--- config.mk ---
export PLATFORM = sky130hd
export DESIGN_NAME = message_assembler
export DESIGN_NICKNAME = d
export VERILOG_FILES = /design/src/rtl/message_assembler_pkg.sv /design/src/rtl/message_assembler.sv
export SDC_FILE = /design/constraint.sdc
export NUM_CORES = 1
export LEC_CHECK = 0
export BUFFER_PORTS_ARGS = -buffer_cell sky130_fd_sc_hd__buf_2
export CAP_MARGIN = 20
export CORE_UTILIZATION = 25
export CTS_BUF_LIST = sky130_fd_sc_hd__clkbuf_8
export DETAILED_ROUTE_END_ITERATION = 10
export PLACE_DENSITY = 0.51
export RECOVER_POWER = 50
export SYNTH_ARGS = -nofsm -noshare
export SYNTH_HDL_FRONTEND = slang
export SYNTH_SLANG_ARGS = --single-unit
export TNS_END_PERCENT = 20
--- constraint.sdc ---
create_clock -name clk -period 1.82 [get_ports clk]
set_input_delay 0.182 -clock clk [delete_from_list [all_inputs] [get_ports clk]]
set_output_delay 0.182 -clock clk [all_outputs]
set_load 0.03 [all_outputs]
--- src/rtl/message_assembler_pkg.sv ---
// Shared definitions for the message assembler and the byte serializer:
// message capacity, message width, length width and FSM state encoding.
package message_assembler_pkg;

    localparam int MSG_BYTES = 56;
    localparam int MSG_W     = 8 * MSG_BYTES;
    localparam int LEN_W     = 6;

    typedef enum logic [1:0] {
        ST_IDLE    = 2'd0,
        ST_COLLECT = 2'd1,
        ST_DONE    = 2'd2
    } asm_state_e;

    // MSB position of byte lane idx in a message of width w; byte 0 sits at the top.
    function automatic int lane_msb(input int w, input int idx);
        return w - 1 - 8 * idx;
    endfunction

endpackage

--- src/rtl/message_assembler.sv ---
// Collects a start/stop framed byte stream into a wide, zero-filled message
// and holds it until the consumer acknowledges it.
//
// state      | meaning
// -----------+------------------------------------------------------------
// ST_IDLE    | waiting for a start byte; other bytes are dropped
// ST_COLLECT | storing bytes; a full buffer drops bytes and flags overflow
// ST_DONE    | message held stable, msg_valid high, waiting for msg_ack
module message_assembler #(
    parameter int MSG_BYTES = message_assembler_pkg::MSG_BYTES
) (
    input  logic                                     clk,
    input  logic                                     rst_n,
    input  logic [7:0]                               byte_in,
    input  logic                                     byte_valid,
    input  logic                                     byte_start,
    input  logic                                     byte_stop,
    output logic                                     byte_ready,
    output logic [8*MSG_BYTES-1:0]                   msg_out,
    output logic [message_assembler_pkg::LEN_W-1:0]  msg_len,
    output logic                                     msg_valid,
    input  logic                                     msg_ack,
    output logic                                     overflow
);
    import message_assembler_pkg::*;

    localparam int MW = 8 * MSG_BYTES;
    localparam logic [LEN_W-1:0] FULL = LEN_W'(MSG_BYTES);

    asm_state_e        state;
    logic [MW-1:0]     buffer;
    logic [LEN_W-1:0]  count;
    logic              accept;

    assign byte_ready = (state != ST_DONE);
    assign accept     = byte_valid & byte_ready;
    assign msg_out    = buffer;
    assign msg_len    = count;

    always_ff @(posedge clk) begin
        if (!rst_n) begin
            state     <= ST_IDLE;
            buffer    <= '0;
            count     <= '0;
            msg_valid <= 1'b0;
            overflow  <= 1'b0;
        end else if (accept && byte_start) begin
            // A start byte opens a fresh message from IDLE or COLLECT alike.
            buffer                   <= '0;
            buffer[MW-1 -: 8]        <= byte_in;
            count                    <= LEN_W'(1);
            overflow                 <= 1'b0;
            state                    <= byte_stop ? ST_DONE : ST_COLLECT;
            msg_valid                <= byte_stop;
        end else begin
            case (state)
                ST_IDLE: begin
                end
                ST_COLLECT: begin
                    if (accept) begin
                        if (count == FULL) begin
                            overflow <= 1'b1;
                        end else begin
                            for (int i = 0; i < MSG_BYTES; i++) begin
                                if (count == LEN_W'(i))
                                    buffer[lane_msb(MW, i) -: 8] <= byte_in;
                            end
                            count <= count + 1'b1;
                        end
                        if (byte_stop) begin
                            state     <= ST_DONE;
                            msg_valid <= 1'b1;
                        end
                    end
                end
                ST_DONE: begin
                    if (msg_ack) begin
                        state     <= ST_IDLE;
                        msg_valid <= 1'b0;
                    end
                end
                default: begin
                    state     <= ST_IDLE;
                    msg_valid <= 1'b0;
                end
            endcase
        end
    end

endmodule

==> results.toml, run 1 <==
[synth]
yosysTopAreaCellShare = 0.598
synth_most_common_cell = "nand3_1"
synth_cells = 1660
ys_types = 38
synthTopCellsByCount = "491 x nand3_1, 457 x dfxtp_1, 223 x o21ai_0, 217 x o21ai_1, 92 x clkbuf_1"
ys.flop_type = "dfxtp_1"
seq_area_frac_synth = 0.598
ys_warn_count = 0
async_reset_ff_frac = 0
synth_edf_count = 0
synth_seq_cells = 457
synth_nets = 1678
synthTopCellsByArea = "dfxtp_1 60%, nand3_1 16%, o21ai_0 7.3%"
yosys.area.top_type = "dfxtp_1"
syn_area_per_cell_um2 = 9.21
synth.cell_area_um2 = 15300

[floorplan]
start_util = 0.253
die_y_um = 249
floorplan.die_area_um2 = 62200
pin_count = 471
die_x_um = 249
core_area_um2 = 60400
num_rows = 90

[worst_hold_path]
hold_path_class = "in2reg"
worstHoldPathCells = 4
hold_start = "byte_valid"
hold_path_end = "overflow"

[clocking]
cts_tree = "yes"
cts_buffers = 81
clockRootBuffer = "clkbuf_8"
clock_sinks = 457
clkTransAtPathRegs_ps = 60
clockBufferDepth = 3
htree_levels = 3
clk_latency_ps = 660

[setup_path]
rrSetupSlack_ps = 50
cp_max_fo = 16
worstPathRequired_ps = 2330
startpoint_type = "flop"
endpoint_kind = "flop"
reg2reg_depth = 7
crit_chain = "buf_4 -> ha_2 -> and3b_1 -> nand3_1 -> buf_12 -> nand3_1 -> o21ai_0"
cp_slowest_cell = "and3b_1"
crit_family = "simple AND/OR/NAND/NOR gates"
crit_type = "reg2reg"
r2r-start = "msg_len[1]"
cp_common_cell = "nand3_1"
crit_buf_inv = 2
arrival_ps = 2270
r2r-end = "msg_out[108]"
slowest_delay_ps = 400

[placed_design]
io_buffer_count = 470
routabilityCongestion = 0.771
dp_hpwl_um = 39400
placed_cell_area_um2 = 19200

[job]
maxCapViolations = 0

[route]
ant_nets = 0
dr.pass1.iters = 4
drtIter0Drc = 718
drc = 0
vias = 14300
avgViaCountPerCell = 4.72
drt-total-wl_um = 58400
wl_per_cell_um = 19.2

[power]
powerDensity_nw_per_um2 = 1000
ir_worst_vdd_uv = 445
power.total_uw = 20800
cellLeakagePower_uw = 0.00728

[outcome]
status = "complete, no violations"

[global_routing]
grt_use_met2 = 0.301
grtUsageMet3 = 0.0532
grt_first_pass_wirelength_um = 85300
grt_max_degree = 64
grt_pass1_vias = 13600
gr-total-overflow = 0
grt_usage = 0.179
busiest_layer = "met2"
gr-usage-met1 = 0.218
antenna_found_initial = 3

[sta]
period_share = 0.970
rsz0062_at_grt = "yes"
worstMarginPinSlew_ps = 497
drv_slew = 0
hold_viol_final = 0
fmax_mhz = 566
slew_headroom = 0.670
clock_skew_ps = 33.9
finalCriticalPeriod_ps = 1770
setup_viol = 0

[layout]
multi_input_area_um2 = 5420
regArea_um2 = 9160
nFillCells = 6483
nets = 2214
areaGrowthSynthToFinish_pct = 35.8
design_area_um2 = 20800
final_layout_size_suffix_gt1_frac = 0.135
per-layer routing:
layer  vias up  part of all wire
li1       7040                 -
met1      6695              0.43
met2       492              0.48
met3        97             0.070
met4         2             0.025
met5         -           0.00014
area by class of cell:
| cell class | instances | area share |
|---|---|---|
| antenna | 1 | 0.000121 |
| timing repair buffer | 619 | 0.168 |
| multi-input combinational | 1031 | 0.261 |
| clock inverter | 43 | 0.0157 |
| clock buffer | 99 | 0.0656 |
| sequential | 457 | 0.441 |
| tap | 782 | 0.0471 |
| inverter | 6 | 0.00108 |
sequential cells by signal, indices dropped and copies added, names as in the netlist:
name       count
msg_len        6
msg_out      448
msg_valid      1
overflow       1
state          1
worst max-delay path by stage:
stage | start | end | slack (ps) | cells past startpoint
2_1_floorplan | msg_len[3] | msg_out[61] | -60 | 7
3_3_place_gp | msg_len[1] | msg_out[434] | -190 | 8
3_5_place_dp | msg_len[1] | msg_out[435] | -120 | 8
4_1_cts | msg_len[1] | msg_out[434] | -7 | 8
5_1_grt | state[0] | msg_out[108] | -20 | 6
6_report | msg_len[1] | msg_out[108] | 50 | 7
power by group:
| group | switching, uW | leakage [uW] | internal (uW) |
|---|---|---|---|
| registers | 10.4 | 0.00368 | 10000 |
| clock network | 4340 | 0.000965 | 5530 |
| logic | 661 | 0.00263 | 256 |
worst min-delay path, stage by stage:
cell	delay, ps
buf_2	170
and3b_1	240
a21oi_1	150
nor2_1	50
metrics by stage:
| stage | util | TNS [ps] | setup WS, ps | hold WS [ps] | instances |
|---|---|---|---|---|---|
| final | 0.344 | 0 | 54.7 | 173 | 3038 |
| after global routing | 0.344 | -62.3 | -16.2 | 168 | 3038 |
| after CTS | 0.350 | -9.96 | -6.96 | 86.2 | 3029 |
| after detailed placement | 0.319 | -2630 | -122 | 450 | 2865 |
| after global placement | 0.319 | -3800 | -194 | 442 | 2865 |
| after floorplan | - | -724 | -56.4 | 321 | 1660 |
cell usage in the layout (no fill, tap or decap), types with 2 or more instances in the layout:
cell	instances
and3b_2	4
o21ai_1	224
and3b_1	6
clkbuf_8	99
nor3b_4	3
nand2_1	21
nor3b_2	2
dfxtp_4	3
bufinv_16	4
buf_2	30
nand2_2	8
maj3_1	2
nand4_1	9
buf_4	77
and3_1	3
o21ai_0	216
buf_12	37
nor2_1	7
inv_8	5
buf_6	10
nand3_1	490
inv_1	29
clkinv_2	9
dfxtp_2	2
clkbuf_1	441
a21oi_1	3
dfxtp_1	452
mux2i_1	8
dlygate4sd3_1	22
ha_1	3
xnor2_1	3
repair_timing:
item,in CTS,in global routing
setup buffers,0,5
cloned,0,3
resized for setup,6,33
endpoints found under the setup margin,83,90
pin swaps,0,2
hold buffers,22,0
hold endpoints to repair,46,0
logic make-up after synthesis:
logic type / count (synthesis) / share of synthesized area
buf+inv: 172 / 0.0532
flops: 457 / 0.598
compound gates: 448 / 0.148
simple gates: 565 / 0.188
xor+xnor: 4 / 0.00229
mux: 8 / 0.00524
fa+ha+maj: 6 / 0.00458
(Power assumes the default switching activity.)
==> run 2: changes to the inputs <==
==> constraint.sdc (replaced) <==
create_clock -name clk -period 1.82 [get_ports clk]
set_input_delay 0.091 -clock clk [delete_from_list [all_inputs] [get_ports clk]]
set_output_delay 0.091 -clock clk [all_outputs]
set_load 0.03 [all_outputs]
==> results.toml, run 2 (same netlist as run 1, synthesis figures left out) <==
[route]
wl_per_cell_um = 18.7
avgViaCountPerCell = 4.70
drt-total-wl_um = 56400
drtIter0Drc = 705
ant_nets = 0
vias = 14200
drc = 0
dr.pass1.iters = 4

[power]
cellLeakagePower_uw = 0.00708
power.total_uw = 20000
ir_worst_vdd_uv = 499
powerDensity_nw_per_um2 = 980

[placed_design]
post-place-cells = 2857
io_buffer_count = 470
dp_slack_ps = -227
dp_hpwl_um = 37900
routabilityCongestion = 0.787

[worst_hold_path]
hold_path_end = "overflow"
hold_start = "byte_valid"
hold_path_class = "in2reg"
worstHoldPathCells = 4

[clocking]
cts_setup_buffers = 0
clkTransAtPathRegs_ps = 60
cts_tree = "yes"
htree_levels = 3
cts_buffers = 79
clockRootBuffer = "clkbuf_8"
clock_sinks = 457
clockBufferDepth = 3
clk_latency_ps = 660

[setup_path]
crit_buf_inv = 1
r2r-end = "msg_out[130]"
endpoint_kind = "flop"
crit_type = "reg2reg"
arrival_ps = 2260
reg2reg_depth = 6
cp_slowest_cell = "and3b_1"
crit_chain = "ha_1 -> and3b_1 -> nand3_1 -> buf_4 -> nand3_1 -> o21ai_0"
crit_family = "simple AND/OR/NAND/NOR gates"
cp_common_cell = "nand3_1"
startpoint = "msg_len[1]"
worstPathRequired_ps = 2350
cp_num_cells = 6
rrSetupSlack_ps = 80
startpoint_type = "flop"
cp_max_fo = 16
slowest_delay_ps = 410
r2r-start = "msg_len[1]"

[sta]
rsz0062_at_grt = "yes"
finalCriticalPeriod_ps = 1740
hold_viol_final = 0
slew_headroom = 0.652
setup_tns_ps = 0
drv_slew = 0
worstMarginPinSlew_ps = 523
period_share = 0.954
fin_ws_ps = 82.9
setup_viol = 0
fmax_mhz = 576
clock_skew_ps = 20.8

[floorplan]
pin_count = 471
die_y_um = 249
num_rows = 90
floorplan.die_area_um2 = 62200
core_area_um2 = 60400
start_util = 0.253
die_x_um = 249

[layout]
final_layout_size_suffix_gt1_frac = 0.121
final_common_cell = "nand3_1"
antenna_cells = 0
nets = 2194
largest_reg_flops = 448
areaGrowthSynthToFinish_pct = 33.5
nFillCells = 6463
final_cells = 3014
final_cell_mix = "490 x nand3_1, 452 x dfxtp_1, 449 x clkbuf_1"

[global_routing]
antenna_found_initial = 1
grt_first_pass_wirelength_um = 83800
gr-total-overflow = 0
grt_max_degree = 68
grt_usage = 0.176
grt_pass1_vias = 13200

[job]
maxCapViolations = 0

[outcome]
status = "complete, no violations"
-- run 2: layer usage --
layer | track usage | vias to the layer above | wire (um)
met1 | 0.216 | 6589 | 24300
met3 | 0.0485 | 71 | 3960
met4 | 0.0612 | 2 | 1240
li1 | - | 7011 | -
met5 | 0 | - | 13
met2 | 0.294 | 479 | 26900
-- run 2: cell type report --
class,count,area [um2],area share
repair buffers,601,3310,0.162
flip-flops and latches,457,9160,0.449
multi-input cells,1031,5400,0.265
clock buffers,95,1310,0.0641
inverters,6,22.5,0.00110
clock inverters,42,230,0.0113
well taps,782,978,0.0479
-- run 2: tightest hold or removal path, stage by stage --
cell and delay [ps]:
buf_2 160, and3b_1 260, a21oi_1 160, nor2_1 50
-- run 2: per-stage QoR --
stage | util | hold slack [ps] | instance area [um2]
after global placement | 0.318 | 361 | 19200
final | 0.338 | 111 | 20400
after detailed placement | 0.318 | 366 | 19200
after global routing | 0.338 | 100 | 20400
after CTS | 0.347 | 23.5 | 20900
after floorplan | - | 230 | 15300
-- run 2: report_power, final --
part / total [uW] / switching, uW / internal, uW / leakage [uW]
sequential: 10000 / 12.3 / 10000 / 0.00368
combinational: 899 / 651 / 248 / 0.00252
clock: 9070 / 4290 / 4780 / 0.000884
-- run 2: worst max-delay path by stage --
stage	slack [ps]	endpoint
2_1_floorplan	-60	msg_out[61]
4_1_cts	-20	msg_out[434]
6_report	80	msg_out[130]
5_1_grt	-10	msg_out[302]
3_5_place_dp	-230	msg_out[434]
3_3_place_gp	-250	msg_out[438]
-- run 2: what timing repair did --
| item | CTS | global route |
|---|---|---|
| endpoints found under the setup margin | 58 | 190 |
| gates resized for setup | 6 | 16 |
| pin swaps | 0 | 2 |
| endpoints found under the hold margin | 311 | 0 |
| hold buffers | 20 | 0 |
==> run 3: changes to the inputs <==
--- a/config.mk
+++ b/config.mk
@@ -6,11 +6,11 @@
 export NUM_CORES = 1
 export LEC_CHECK = 0
 export BUFFER_PORTS_ARGS = -buffer_cell sky130_fd_sc_hd__buf_2
-export CAP_MARGIN = 20
+export CAP_MARGIN = 30
 export CORE_UTILIZATION = 25
 export CTS_BUF_LIST = sky130_fd_sc_hd__clkbuf_8
 export DETAILED_ROUTE_END_ITERATION = 10
-export PLACE_DENSITY = 0.51
+export PLACE_DENSITY = 0.5
 export RECOVER_POWER = 50
 export SYNTH_ARGS = -nofsm -noshare
 export SYNTH_HDL_FRONTEND = slang
==> constraint.sdc (replaced) <==
create_clock -name clk -period 1.9 [get_ports clk]
set_input_delay 0.095 -clock clk [delete_from_list [all_inputs] [get_ports clk]]
set_output_delay 0.095 -clock clk [all_outputs]
set_load 0.03 [all_outputs]
==> results.toml, run 3 (same netlist as run 1, synthesis figures left out) <==
[sta]
slew_headroom = 0.619
clock_skew_ps = 32.0
setup_tns_ps = 0
period_share = 0.922
rsz0062_at_grt = "no"
setup_viol = 0
fin_ws_ps = 149
drv_slew = 0
finalCriticalPeriod_ps = 1750
fin_hold_ws_ps = 79.5
fmax_mhz = 571
worstMarginPinSlew_ps = 575
hold_viol_final = 0

[global_routing]
grt_usage = 0.182
gr-total-overflow = 0
antenna_found_initial = 2
grt_max_degree = 68
grt_pass1_vias = 13800
grt_first_pass_wirelength_um = 86400

[clocking]
clockRootBuffer = "clkbuf_8"
cts_tree = "yes"
cts_buffers = 81
clk_latency_ps = 660
htree_levels = 3
clkTransAtPathRegs_ps = 60
clockBufferDepth = 3
clock_sinks = 457

[route]
ant_nets = 0
wl_per_cell_um = 19.2
avgViaCountPerCell = 4.70
drt-total-wl_um = 58200
drtIter0Drc = 753
drc = 0
vias = 14200
dr.pass1.iters = 5

[layout]
final_common_cell = "nand3_1"
design_area_um2 = 20700
largest_reg_flops = 448
final_cell_mix = "490 x nand3_1, 455 x dfxtp_1, 453 x clkbuf_1"
multi_input_area_um2 = 5380
final_layout_size_suffix_gt1_frac = 0.124
nFillCells = 6458
areaGrowthSynthToFinish_pct = 35.3
regArea_um2 = 9150
nets = 2196

[outcome]
status = "complete, no violations"

[setup_path]
arrival_ps = 2290
crit_chain = "buf_4 -> ha_1 -> and3b_1 -> nand4_1 -> buf_4 -> nand3_1 -> o21ai_0"
cp_max_fo = 16
startpoint_type = "flop"
slowest_delay_ps = 380
worstPathRequired_ps = 2440
crit_type = "reg2reg"
cp_common_cell = "buf_4"
endpoint_kind = "flop"
cp_slowest_cell = "and3b_1"

[placed_design]
io_buffer_count = 470
dp_hpwl_um = 39100
dp_slack_ps = 19.1
routabilityCongestion = 0.793
placed_cell_area_um2 = 19200

[floorplan]
num_rows = 90
die_x_um = 249
die_y_um = 249
core_area_um2 = 60400
start_util = 0.253
pin_count = 471
floorplan.die_area_um2 = 62200

[job]
maxCapViolations = 0

[worst_hold_path]
hold_path_class = "in2reg"

[power]
ir_worst_vdd_uv = 469
power.total_uw = 20600
cellLeakagePower_uw = 0.00720
powerDensity_nw_per_um2 = 993
## run 3: cell types whose count changed in the layout (fill, tap and decap cells not counted), sizes merged
cell           change
buf                -6
bufinv             +4
diode              +1
inv               -12
dlygate4sd3        +2
clkbuf            +23
clkdlybuf4s25      -1
clkinv             +2
## run 3: routing by layer
layer,global-route usage,vias to the layer above,routed length [um]
met3,0.0462,110,3540
met1,0.221,6641,25400
li1,-,7008,-
met2,0.303,466,27500
met4,0.0785,4,1760
met5,0,-,23
## run 3: worst max-delay path, delay by kind of cell (launching register included)
kind	cells	cell delay, ps
simple gates	3	610
flops	1	360
buf+inv	2	360
fa+ha+maj	1	210
compound gates	1	90
## run 3: worst paths after layout
kind                                     end  cells past startpoint  slack [ps]    startpoint
worst max-delay path              msg_out[0]                      7         150    msg_len[1]
worst max register to register    msg_out[0]                      7         150    msg_len[1]
worst min-delay path                overflow                      4          80    byte_valid
worst min register to register  msg_out[330]                      2         460  msg_out[330]
## run 3: timing repair
action,CTS,global route
gates resized for setup,1,8
hold buffers,21,0
endpoints found under the setup margin,8,52
pin swaps,0,1
setup buffers,0,1
hold endpoints to repair,337,0
cloned,0,1
## run 3: stage by stage
| stage | instances | util |
|---|---|---|
| 2_1_floorplan | 1660 | - |
| 3_3_place_gp | 2854 | 0.317 |
| 3_5_place_dp | 2854 | 0.317 |
| 4_1_cts | 3024 | 0.351 |
| 5_1_grt | 3026 | 0.343 |
| 6_report | 3027 | 0.343 |
## run 3: cell type report
class / count / share of cell area
antenna: 1 / 0.000121
clock buffer: 113 / 0.0751
clock inverter: 36 / 0.0137
inverter: 6 / 0.00109
multi-input combinational: 1031 / 0.260
sequential: 457 / 0.442
tap: 782 / 0.0473
timing repair buffer: 601 / 0.161
## run 3: power breakdown
group          switching (uW)  internal [uW]  total (uW)
combinational             629            229         858
sequential               8.98           9600        9610
clock                    4240           5850       10100
